### src/rtl/aes_v3_pkg.sv
// AES-128 encrypt core: shared types, Rcon table and byte helpers.
// Optional feature macro used by the top: AES_V3_BUSY_EN.
package aes_v3_pkg;

  localparam logic [3:0] NR = 4'd10;

  typedef enum logic [1:0] {
    S_LOAD,
    S_SUB,
    S_MIX,
    S_DONE
  } state_t;

  localparam logic [79:0] RCON_TBL =
    80'h01020408102040801b36;

  function automatic logic [7:0] xtime(
    input logic [7:0] b
  );
    return {b[6:0], 1'b0} ^
           (b[7] ? 8'h1b : 8'h00);
  endfunction

  function automatic logic [7:0] rcon(
    input logic [3:0] r
  );
    return RCON_TBL[79 - 8*(int'(r) - 1) -: 8];
  endfunction

  // byte i lives at bits [127-8i -: 8]
  function automatic logic [7:0] get_b(
    input logic [127:0] v,
    input int           i
  );
    return v[127 - 8*i -: 8];
  endfunction

  // ShiftRows: dest byte i takes row r, col (c+r)%4
  function automatic int sr_src(input int i);
    return (i % 4) + 4 * (((i / 4) + (i % 4)) % 4);
  endfunction

  // RotWord(w3) byte order: 13,14,15,12
  function automatic int rot_idx(input int c);
    return 12 + ((c + 1) % 4);
  endfunction

endpackage

### src/rtl/aes_v3_mixcol.sv
// MixColumns of one column; col/mixed = {row0,row1,row2,row3}.
// Ports: col (in, 32), mixed (out, 32). Purely combinational.
module aes_v3_mixcol
  import aes_v3_pkg::*;
(
  input  logic [31:0] col,
  output logic [31:0] mixed
);

  logic [7:0] a0, a1, a2, a3;

  assign {a0, a1, a2, a3} = col;

  assign mixed = {
    xtime(a0) ^ xtime(a1) ^ a1 ^ a2 ^ a3,
    a0 ^ xtime(a1) ^ xtime(a2) ^ a2 ^ a3,
    a0 ^ a1 ^ xtime(a2) ^ xtime(a3) ^ a3,
    xtime(a0) ^ a0 ^ a1 ^ a2 ^ xtime(a3)
  };

endmodule

### src/rtl/aes_v3_enc.sv
// AES-128 encrypt, byte-serial S-box via external sync ROM.
// Ports: clk, rst (async low), plaintext, key, rom_data in;
// rom_addr, ciphertext, done (+busy if AES_V3_BUSY_EN) out.
module aes_v3_enc
  import aes_v3_pkg::*;
(
  input  logic         clk,
  input  logic         rst,
  input  logic [127:0] plaintext,
  input  logic [127:0] key,
  input  logic [7:0]   rom_data,
  output logic [7:0]   rom_addr,
  output logic [127:0] ciphertext,
  output logic         done
`ifdef AES_V3_BUSY_EN
  ,
  output logic         busy
`endif
);

  state_t       state, state_nx;
  logic [4:0]   cnt, cnt_n;
  logic [3:0]   round;
  logic [127:0] st, rk;
  logic [31:0]  tmp;
  logic [127:0] sr, mc, rk_nx, mix_out;
  logic [31:0]  temp, w0, w1, w2, w3;
  logic [7:0]   sub_addr;

  always_comb begin
    sr = '0;
    for (int i = 0; i < 16; i++)
      sr[127 - 8*i -: 8] = get_b(st, sr_src(i));
  end

  for (genvar j = 0; j < 4; j++) begin : g_mc
    aes_v3_mixcol u_mc (
      .col   (sr[127 - 32*j -: 32]),
      .mixed (mc[127 - 32*j -: 32])
    );
  end

  assign temp    = tmp ^ {rcon(round), 24'h0};
  assign w0      = rk[127:96] ^ temp;
  assign w1      = rk[95:64]  ^ w0;
  assign w2      = rk[63:32]  ^ w1;
  assign w3      = rk[31:0]   ^ w2;
  assign rk_nx   = {w0, w1, w2, w3};
  assign mix_out = ((round == NR) ? sr : mc) ^ rk_nx;

  // ROM address for the next SUB cycle
  assign cnt_n = cnt + 5'd1;

  always_comb begin
    sub_addr = 8'h00;
    unique case (1'b1)
      (cnt_n <= 5'd3):
        sub_addr = get_b(rk, rot_idx(int'(cnt_n)));
      (cnt_n >= 5'd4 && cnt_n <= 5'd19):
        sub_addr = get_b(st, int'(cnt_n) - 4);
      default:
        sub_addr = 8'h00;
    endcase
  end

  always_ff @(posedge clk or negedge rst) begin
    if (!rst) state <= S_LOAD;
    else      state <= state_nx;
  end

  always_comb begin
    state_nx = state;
    unique case (state)
      S_LOAD: state_nx = S_SUB;
      S_SUB:
        if (cnt == 5'd20) state_nx = S_MIX;
      S_MIX:
        state_nx = (round == NR) ? S_DONE : S_SUB;
      S_DONE: state_nx = S_LOAD;
      default: state_nx = S_LOAD;
    endcase
  end

  always_ff @(posedge clk or negedge rst) begin
    if (!rst) begin
      cnt        <= '0;
      round      <= '0;
      st         <= '0;
      rk         <= '0;
      tmp        <= '0;
      rom_addr   <= '0;
      ciphertext <= '0;
      done       <= 1'b0;
    end else begin
      unique case (state)
        S_LOAD: begin
          st       <= plaintext ^ key;
          rk       <= key;
          round    <= 4'd1;
          cnt      <= '0;
          rom_addr <= get_b(key, rot_idx(0));
        end
        S_SUB: begin
          cnt      <= cnt_n;
          rom_addr <= sub_addr;
          // capture lags the address by one cycle
          if (cnt >= 5'd1 && cnt <= 5'd4)
            tmp[31 - 8*(int'(cnt) - 1) -: 8] <= rom_data;
          else if (cnt >= 5'd5)
            st[127 - 8*(int'(cnt) - 5) -: 8] <= rom_data;
        end
        S_MIX: begin
          rk  <= rk_nx;
          st  <= mix_out;
          cnt <= '0;
          if (round == NR) begin
            ciphertext <= mix_out;
            done       <= 1'b1;
            rom_addr   <= 8'h00;
          end else begin
            round    <= round + 4'd1;
            rom_addr <= get_b(rk_nx, rot_idx(0));
          end
        end
        S_DONE: begin
          done <= 1'b0;
        end
        default: ;
      endcase
    end
  end

`ifdef AES_V3_BUSY_EN
  always_ff @(posedge clk or negedge rst) begin
    if (!rst)
      busy <= 1'b0;
    else if (state == S_LOAD)
      busy <= 1'b1;
    else if (state == S_MIX && round == NR)
      busy <= 1'b0;
  end
`endif

endmodule

### config.mk
export PLATFORM = sky130hd
export DESIGN_NAME = aes_v3_enc
export DESIGN_NICKNAME = d
export VERILOG_FILES = /design/src/rtl/aes_v3_pkg.sv /design/src/rtl/aes_v3_mixcol.sv /design/src/rtl/aes_v3_enc.sv
export SDC_FILE = /design/constraint.sdc
export NUM_CORES = 2
export LEC_CHECK = 0
export CORE_UTILIZATION = 38
export DETAILED_ROUTE_END_ITERATION = 8
export PLACE_DENSITY_LB_ADDON = 0.2
export SETUP_SLACK_MARGIN = 0.4
export SYNTH_ARGS = -nofsm -noshare
export SYNTH_HDL_FRONTEND = slang
export SYNTH_SLANG_ARGS = --single-unit
### constraint.sdc
create_clock -name clk -period 7.7 [get_ports clk]
set_input_delay 1.54 -clock clk [delete_from_list [all_inputs] [get_ports clk]]
set_output_delay 1.54 -clock clk [all_outputs]
set_load 0.1 [all_outputs]
== Yosys cells after proc, flatten, opt, wreduce, memory -nomap -nowiden ==
Cells that the tools add are included.

* Register bits after elaboration: 436
* Output and inout port bits: 137

* Equality and inequality tests: 10
* Reduce and logical (&&, ||, !) cells: 14
* Bitwise gates (word level): 88
* Shift operators: 7
* Multiplexer cells: 34
* $lt $le $gt $ge: 6
* Add/sub/neg operators: 15

{| class="wikitable"
|+ Operator list
! operator !! number
|-
| $xor A8 B8 Y8 || 77
|-
| $mux W128 || 3
|-
| $pmux W128 S3 || 1
|-
| $shiftx A135 B10 Y8 || 2
|-
| $pmux W128 S2 || 1
|-
| $xor A128 B128 Y128 || 2
|-
| $xor A32 B32 Y32 || 5
|-
| $shift A8 B33 Y135 const A || 1
|-
| $shiftx A8 B33 Y135 || 1
|-
| $bwmux W128 || 1
|-
| $shiftx A87 B9 Y8 const A || 1
|-
| $mux W5 || 16
|-
| $neg A10 Y33 || 2
|-
| $shift A8 B33 Y39 const A || 1
|-
| $shiftx A8 B33 Y39 || 1
|-
| $bwmux W32 || 1
|-
| $sub A8 B9 Y10 const A || 3
|-
| $pmux W8 S3 || 1
|-
| $xor A8 B5 Y8 || 3
|-
| $pmux W8 S2 || 1
|-
| $sub A5 B3 Y6 const B || 2
|-
| $ge A5 B3 Y1 const B || 2
|-
| $ne A2 B2 Y1 const B || 5
|-
| $pmux W5 S2 || 1
|-
| other kinds (31) || 40
|}

== Depth between registers and ports, before layout ==
* Depth after elaboration: 10
* Mapped depth: 16
* Gate-level depth less buffers: 14

== By module ==
A second synthesis with hierarchy kept.

* Cell total of the unflattened synthesis: 3407
* Area, all modules: 34879.7 um^2

{| class="wikitable"
|+ Modules (own cells, without submodules)
! module !! cells an instance !! sequential area each (um^2) !! area each (um^2) !! instances
|-
| aes_v3_enc || 3067 || 10910.5 || 29579.6 || 1
|-
| aes_v3_mixcol || 85 || 0.0 || 1325.0 || 4
|}

== Worst setup path after synthesis ==
OpenSTA, ideal clock, no wires.

* Kind: flip-flop to flip-flop
* From: register cnt[0]
* To: register tmp[14]
* Slack: 3787 ps
* Buffers on the path: 6
* Stages on the path, launching flop included: 16
* Arrival: 3782 ps
* Library setup time: 131 ps
* Period minus slack after synthesis: 3913 ps
* Data required time: 7569 ps
* Cell sequence: dfrtp_1 buf_2 buf_1 clkbuf_1 clkbuf_1 nor3_1 xnor2_1 ha_1 xor2_1 xnor2_1 nand4_1 or3_1 clkbuf_1 clkbuf_1 nand2_1 o21ai_0

* Cells in the longest elaborated chain, start to end: 5
* Elaborated cells between the ends (all ways): 10
* Those cells by class: 3 x add/sub; 2 x order compare; 2 x shift; 1 x mux; 2 x reduce/logical

{| class="wikitable"
|+ RTL lines
! element !! RTL line !! RTL
|-
| start: declaration || aes_v3_enc.sv:22 || <nowiki>logic [4:0] cnt, cnt_n;</nowiki>
|-
| start signal: assignment || aes_v3_enc.sv:104 || <nowiki>cnt <= cnt_n;</nowiki>
|-
| $sub A5 B1 Y6 || aes_v3_enc.sv:108 || <nowiki>tmp[31 - 8*(int'(cnt) - 1) -: 8] <= rom_data;</nowiki>
|-
| $sub A6 B9 Y10 || aes_v3_enc.sv:108 ||
|-
| $neg A10 Y33 || aes_v3_enc.sv:108 ||
|-
| $shiftx A8 B33 Y39 or $shift A8 B33 Y39 (tied branches) || aes_v3_enc.sv:108 ||
|-
| $bwmux W32 || aes_v3_enc.sv:108 ||
|-
| end signal: indexed assignment || aes_v3_enc.sv:108 ||
|-
| end: declaration || aes_v3_enc.sv:25 || <nowiki>logic [31:0] tmp;</nowiki>
|}

Parallel ways exist; a longest one is shown, timed or not.
A chain may end at the register's enable or synchronous reset.

== Worst setup path in the final report ==
* From: register cnt[0]
* To: register rom_addr[1]

* Cells in the longest elaborated chain, start to end: 9
* Elaborated cells between the ends (all ways): 16
* Those cells by class: 6 x add/sub; 3 x order compare; 2 x shift; 2 x mux; 1 x bitwise; 2 x reduce/logical

{| class="wikitable"
|+ RTL lines
! element !! RTL line !! RTL
|-
| $add A5 B1 Y5 * || aes_v3_enc.sv:52 || <nowiki>assign cnt_n = cnt + 5'd1;</nowiki>
|-
| $add A2 B1 Y2 || aes_v3_pkg.sv:45 || <nowiki>return 12 + ((c + 1) % 4);</nowiki>
|-
| $reduce_or A2 Y1 (no line) || n/a ||
|-
| $and A1 B1 Y1 (no line) || n/a ||
|-
| $add A5 B3 Y6 || aes_v3_pkg.sv:45 ||
|-
| $sub A8 B9 Y10 || aes_v3_pkg.sv:35 || <nowiki>return v[127 - 8*i -: 8];</nowiki>
|-
| $shiftx A135 B10 Y8 || aes_v3_pkg.sv:35 ||
|-
| $pmux W8 S2 * || aes_v3_enc.sv:56 || <nowiki>unique case (1'b1)</nowiki>
|-
| $pmux W8 S3 * || aes_v3_enc.sv:95 || <nowiki>unique case (state)</nowiki>
|-
| end signal: assignment || aes_v3_enc.sv:101 || <nowiki>rom_addr <= get_b(key, rot_idx(0));</nowiki>
|-
| end signal: assignment || aes_v3_enc.sv:105 || <nowiki>rom_addr <= sub_addr;</nowiki>
|-
| end signal: assignment || aes_v3_enc.sv:122 || <nowiki>rom_addr <= get_b(rk_nx, rot_idx(0));</nowiki>
|-
| end: declaration || aes_v3_enc.sv:12 || <nowiki>output logic [7:0] rom_addr,</nowiki>
|}

Mark *: on every way between the ends. The rest lies on a longest branch, timed or not.

==> impl_metrics.xml <==
<?xml version="1.0" encoding="UTF-8"?>
<metrics>
  <group name="status">
    <metric name="outcome" unit="">finished, final reports clean</metric>
  </group>
  <group name="placement">
    <metric name="gp_routability_congestion" unit="">0.979</metric>
    <metric name="preCtsSetupSlack" unit="ns">2.53</metric>
    <metric name="dp.cells" unit="">4932</metric>
    <metric name="buffer_ports.inserted" unit="">402</metric>
    <metric name="post_dp_hpwl" unit="um">104000</metric>
    <metric name="place_area" unit="um^2">37500</metric>
  </group>
  <group name="layout">
    <metric name="stdcell_area" unit="um^2">39500</metric>
    <metric name="synthToLayoutAreaGrowth" unit="%">20.3</metric>
    <metric name="final_util" unit="%">46.3</metric>
    <metric name="final_cell_count_no_fill" unit="">5034</metric>
    <metric name="post_route_cells_drive_above_1_share" unit="%">8.00</metric>
    <metric name="fin_nets" unit="">4134</metric>
  </group>
  <group name="synth">
    <metric name="synthFlopType" unit="">sky130_fd_sc_hd__dfrtp_1</metric>
    <metric name="synth_warnings" unit="">0</metric>
    <metric name="post_synthesis_async_set_or_reset_flop_share" unit="%">100</metric>
    <metric name="ys_seq_elements" unit="">436</metric>
    <metric name="netlist.top_cell.by_area" unit="">sky130_fd_sc_hd__dfrtp_1</metric>
    <metric name="synth_edf_count" unit="">0</metric>
    <metric name="area_of_the_mapped_netlist" unit="um^2">32800</metric>
    <metric name="syn-instance-count" unit="">3681</metric>
    <metric name="synthDistinctLibCells" unit="">66</metric>
    <metric name="postSynthAreaPerCell" unit="um^2">8.91</metric>
    <metric name="synth_common_cells" unit="">510 x sky130_fd_sc_hd__xnor2_1, 461 x sky130_fd_sc_hd__o21ai_0, 436 x sky130_fd_sc_hd__dfrtp_1, 411 x sky130_fd_sc_hd__xor2_1, 394 x sky130_fd_sc_hd__nand2_1</metric>
    <metric name="post-synth-top-area-fraction" unit="%">33.3</metric>
    <metric name="postSynthNetCount" unit="">3970</metric>
    <metric name="most_instantiated_library_cell_after_synthesis" unit="">sky130_fd_sc_hd__xnor2_1</metric>
    <metric name="yosysSeqAreaShare" unit="%">33.3</metric>
    <metric name="synth.top_cells.by_area" unit="">sky130_fd_sc_hd__dfrtp_1 33%, sky130_fd_sc_hd__xnor2_1 14%, sky130_fd_sc_hd__xor2_1 11%, sky130_fd_sc_hd__o21ai_0 7.0%, sky130_fd_sc_hd__nand2_1 4.5%</metric>
  </group>
  <group name="setup_path">
    <metric name="family_with_the_most_delay_on_the_worst_path" unit="">buffers and inverters</metric>
    <metric name="timing.critical_path.cells" unit="">buf_4 -&gt; inv_1 -&gt; ha_2 -&gt; buf_4 -&gt; nor2b_1 -&gt; a2111oi_0 -&gt; nor2_1 -&gt; nor2_1 -&gt; o21ai_1 -&gt; o22ai_1 -&gt; a221oi_1 -&gt; o31ai_1</metric>
    <metric name="cp-startpoint" unit="">cnt[0]$_DFFE_PN0P_</metric>
    <metric name="cp_num_buf_inv" unit="">3</metric>
    <metric name="setup.worst_path.start_class" unit="">flip-flop</metric>
    <metric name="worstPathRequired" unit="ns">8.19</metric>
    <metric name="worst-r2r-setup-slack" unit="ns">2.48</metric>
    <metric name="timing_worst_setup_path_type" unit="">flip-flop to flip-flop</metric>
    <metric name="critPathCapture" unit="">rom_addr[1]$_DFFE_PN0P_</metric>
    <metric name="r2r.worst_path.cells" unit="">12</metric>
    <metric name="critPathCaptureType" unit="">flip-flop</metric>
    <metric name="worst-endpoint-arrival" unit="ns">5.71</metric>
    <metric name="critical_path.reg2reg.endpoint" unit="">rom_addr[1]$_DFFE_PN0P_</metric>
    <metric name="cpPeakStageDelay" unit="ns">0.71</metric>
    <metric name="critical_path_peak_fanout" unit="">44</metric>
    <metric name="worstReg2RegStart" unit="">cnt[0]$_DFFE_PN0P_</metric>
    <metric name="path_depth" unit="">12</metric>
    <metric name="critical-path-slowest-cell" unit="">sky130_fd_sc_hd__ha_2</metric>
  </group>
  <group name="global_route">
    <metric name="first_global_vias" unit="">27800</metric>
    <metric name="grt_use_met1" unit="%">42.6</metric>
    <metric name="gr-usage-met2" unit="%">50.0</metric>
    <metric name="grt_max_degree" unit="">152</metric>
    <metric name="antenna_found_initial" unit="">2</metric>
    <metric name="global_route_wire_length_before_repair" unit="um">202000</metric>
    <metric name="globalRouteMet3Util" unit="%">5.79</metric>
    <metric name="track_usage" unit="%">32.2</metric>
    <metric name="globalRouteOverflowTotal" unit="">0</metric>
    <metric name="busiest_layer" unit="">met2</metric>
  </group>
  <group name="clock_network">
    <metric name="number_of_sinks_on_the_clock_net" unit="">436</metric>
    <metric name="clock-root-buffer" unit="">sky130_fd_sc_hd__clkbuf_16</metric>
    <metric name="clock_tree.htree_level_count" unit="">2</metric>
    <metric name="post_cts.repair.setup_buffers" unit="">0</metric>
    <metric name="cts_hold_buffers" unit="">0</metric>
    <metric name="cts_max_path_buffers" unit="">3</metric>
    <metric name="cts_tree" unit="">built</metric>
    <metric name="numCtsBuffers" unit="">55</metric>
    <metric name="register_clock_pin_slew_on_the_reported_worst_setup_and_hold_paths" unit="ns">0.06</metric>
    <metric name="post_cts_resized" unit="">0</metric>
    <metric name="worst_skew_pair_later_pin_latency" unit="ns">0.64</metric>
  </group>
  <group name="timing">
    <metric name="setup_repair_after_global_routing_missed_its_margin" unit="">false</metric>
    <metric name="finalSetupTns" unit="ns">0</metric>
    <metric name="max_slew_vio_count" unit="">0</metric>
    <metric name="finalHoldViolations" unit="">0</metric>
    <metric name="timing.clock.skew" unit="ns">0.0373</metric>
    <metric name="finalCritPeriodShare" unit="%">67.8</metric>
    <metric name="slew_headroom" unit="%">15.9</metric>
    <metric name="report.final.setup_viol" unit="">0</metric>
    <metric name="achievable-frequency" unit="MHz">191</metric>
    <metric name="final_period_minus_worst_setup_slack" unit="ns">5.22</metric>
    <metric name="post-route-worst-setup-slack" unit="ns">2.48</metric>
    <metric name="timing_worst_slew_pin_value" unit="ns">1.26</metric>
    <metric name="hold_ws" unit="ns">0.476</metric>
  </group>
  <group name="floorplan">
    <metric name="die_area" unit="um^2">87500</metric>
    <metric name="die_y" unit="um">296</metric>
    <metric name="chipWidth" unit="um">296</metric>
    <metric name="initial_util" unit="%">38.5</metric>
    <metric name="core-area" unit="um^2">85300</metric>
    <metric name="rows" unit="">107</metric>
    <metric name="io_pins" unit="">403</metric>
  </group>
  <group name="pwr">
    <metric name="total_power" unit="mW">21.4</metric>
    <metric name="max-vdd-ir-drop" unit="mV">0.233</metric>
    <metric name="p_leak" unit="nW">15.8</metric>
    <metric name="cellPowerDensity" unit="nW/um^2">542</metric>
  </group>
  <group name="route">
    <metric name="postRouteAntennaNets" unit="">0</metric>
    <metric name="routed_wirelength" unit="um">143000</metric>
    <metric name="detailroute.via_count" unit="">29000</metric>
    <metric name="drt_iter0_drc" unit="">2777</metric>
    <metric name="total_iterations_of_the_first_detailed_routing_run" unit="">6</metric>
    <metric name="wire_per_inst" unit="um">28.4</metric>
    <metric name="drc_violations_left" unit="">0</metric>
    <metric name="avgViaCountPerCell" unit="">5.77</metric>
  </group>
  <group name="worst_hold_path">
    <metric name="worstHoldPathType" unit="">flip-flop to flip-flop</metric>
  </group>
  <group name="run">
    <metric name="max_cap_violations" unit="">0</metric>
  </group>
</metrics>
==> cells in the final DEF (no fill, tap or decap), drive strengths merged, types with 81 or more instances in the layout <==
cell	count
mux2i	138
xor2	414
nor2b	83
xnor2	517
a211oi	85
a21oi	233
nor2	137
dfrtp	436
clkbuf	81
nand2	394
clkdlybuf4s50	398
o21ai	464
==> tightest hold or removal path, delay by kind of cell (launching register included) <==
family,cells,cell delay [ns]
AO/OA/AOI/OAI,1,0.06
flip-flops,1,0.34
AND/OR/NAND/NOR,1,0.04
==> state kept, by name, summed over array words and instances (netlist names) <==
signal and cells:
tmp 32, ciphertext 128, st 128, round 4
rom_addr 8, done 1, rk 128, state 2
cnt 5
==> routing by layer <==
| layer | part of all wire (%) | up-vias |
|---|---|---|
| li1 | - | 12800 |
| met1 | 40 | 14300 |
| met2 | 45 | 1537 |
| met3 | 8.7 | 345 |
| met4 | 6.0 | 0 |
| met5 | 0 | - |
==> cells by family (layout without fill, tap and decap cells) <==
| kind of cell | count (synthesis) | after routing | synth area share (%) |
|---|---|---|---|
| compound gates | 951 | 951 | 16.9 |
| simple gates | 690 | 690 | 9.07 |
| mux | 246 | 246 | 9.56 |
| flops | 436 | 436 | 33.3 |
| buf+inv | 395 | 603 | 4.55 |
| xor+xnor | 940 | 940 | 25.8 |
| other cells | 0 | 1 | 0 |
| fa+ha+maj | 23 | 23 | 0.877 |
==> layout make-up <==
cell class / count / area, um^2
Clock buffer: 81 / 1620
Inverter: 33 / 125
Tap cell: 1144 / 1430
Multi-Input combinational cell: 2850 / 20500
Clock inverter: 20 / 343
Antenna cell: 1 / 2.50
Sequential cell: 436 / 10900
Fill cell: 8237 / 45800
Timing Repair Buffer: 469 / 4570
==> power breakdown <==
group / leakage [nW] / total [mW] / switching (mW) / internal (mW)
Combinational: 9.45 / 13.7 / 7.76 / 5.97
Clock: 0.962 / 2.85 / 1.11 / 1.75
Sequential: 5.38 / 4.81 / 1.94 / 2.87
Total: 15.8 / 21.4 / 10.8 / 10.6
==> worst min-delay path by stage <==
stage,start,endpoint,cells after the start
floorplan,tmp[9]$_DFFE_PN0P_,tmp[9]$_DFFE_PN0P_,2
global placement,ciphertext[0]$_DFFE_PN0P_,ciphertext[0]$_DFFE_PN0P_,2
detailed placement,ciphertext[120]$_DFFE_PN0P_,ciphertext[120]$_DFFE_PN0P_,2
CTS,ciphertext[120]$_DFFE_PN0P_,ciphertext[120]$_DFFE_PN0P_,2
global route,ciphertext[5]$_DFFE_PN0P_,ciphertext[5]$_DFFE_PN0P_,2
finish,ciphertext[14]$_DFFE_PN0P_,ciphertext[14]$_DFFE_PN0P_,2
Note: power is estimated with default switching activity, not from simulation.
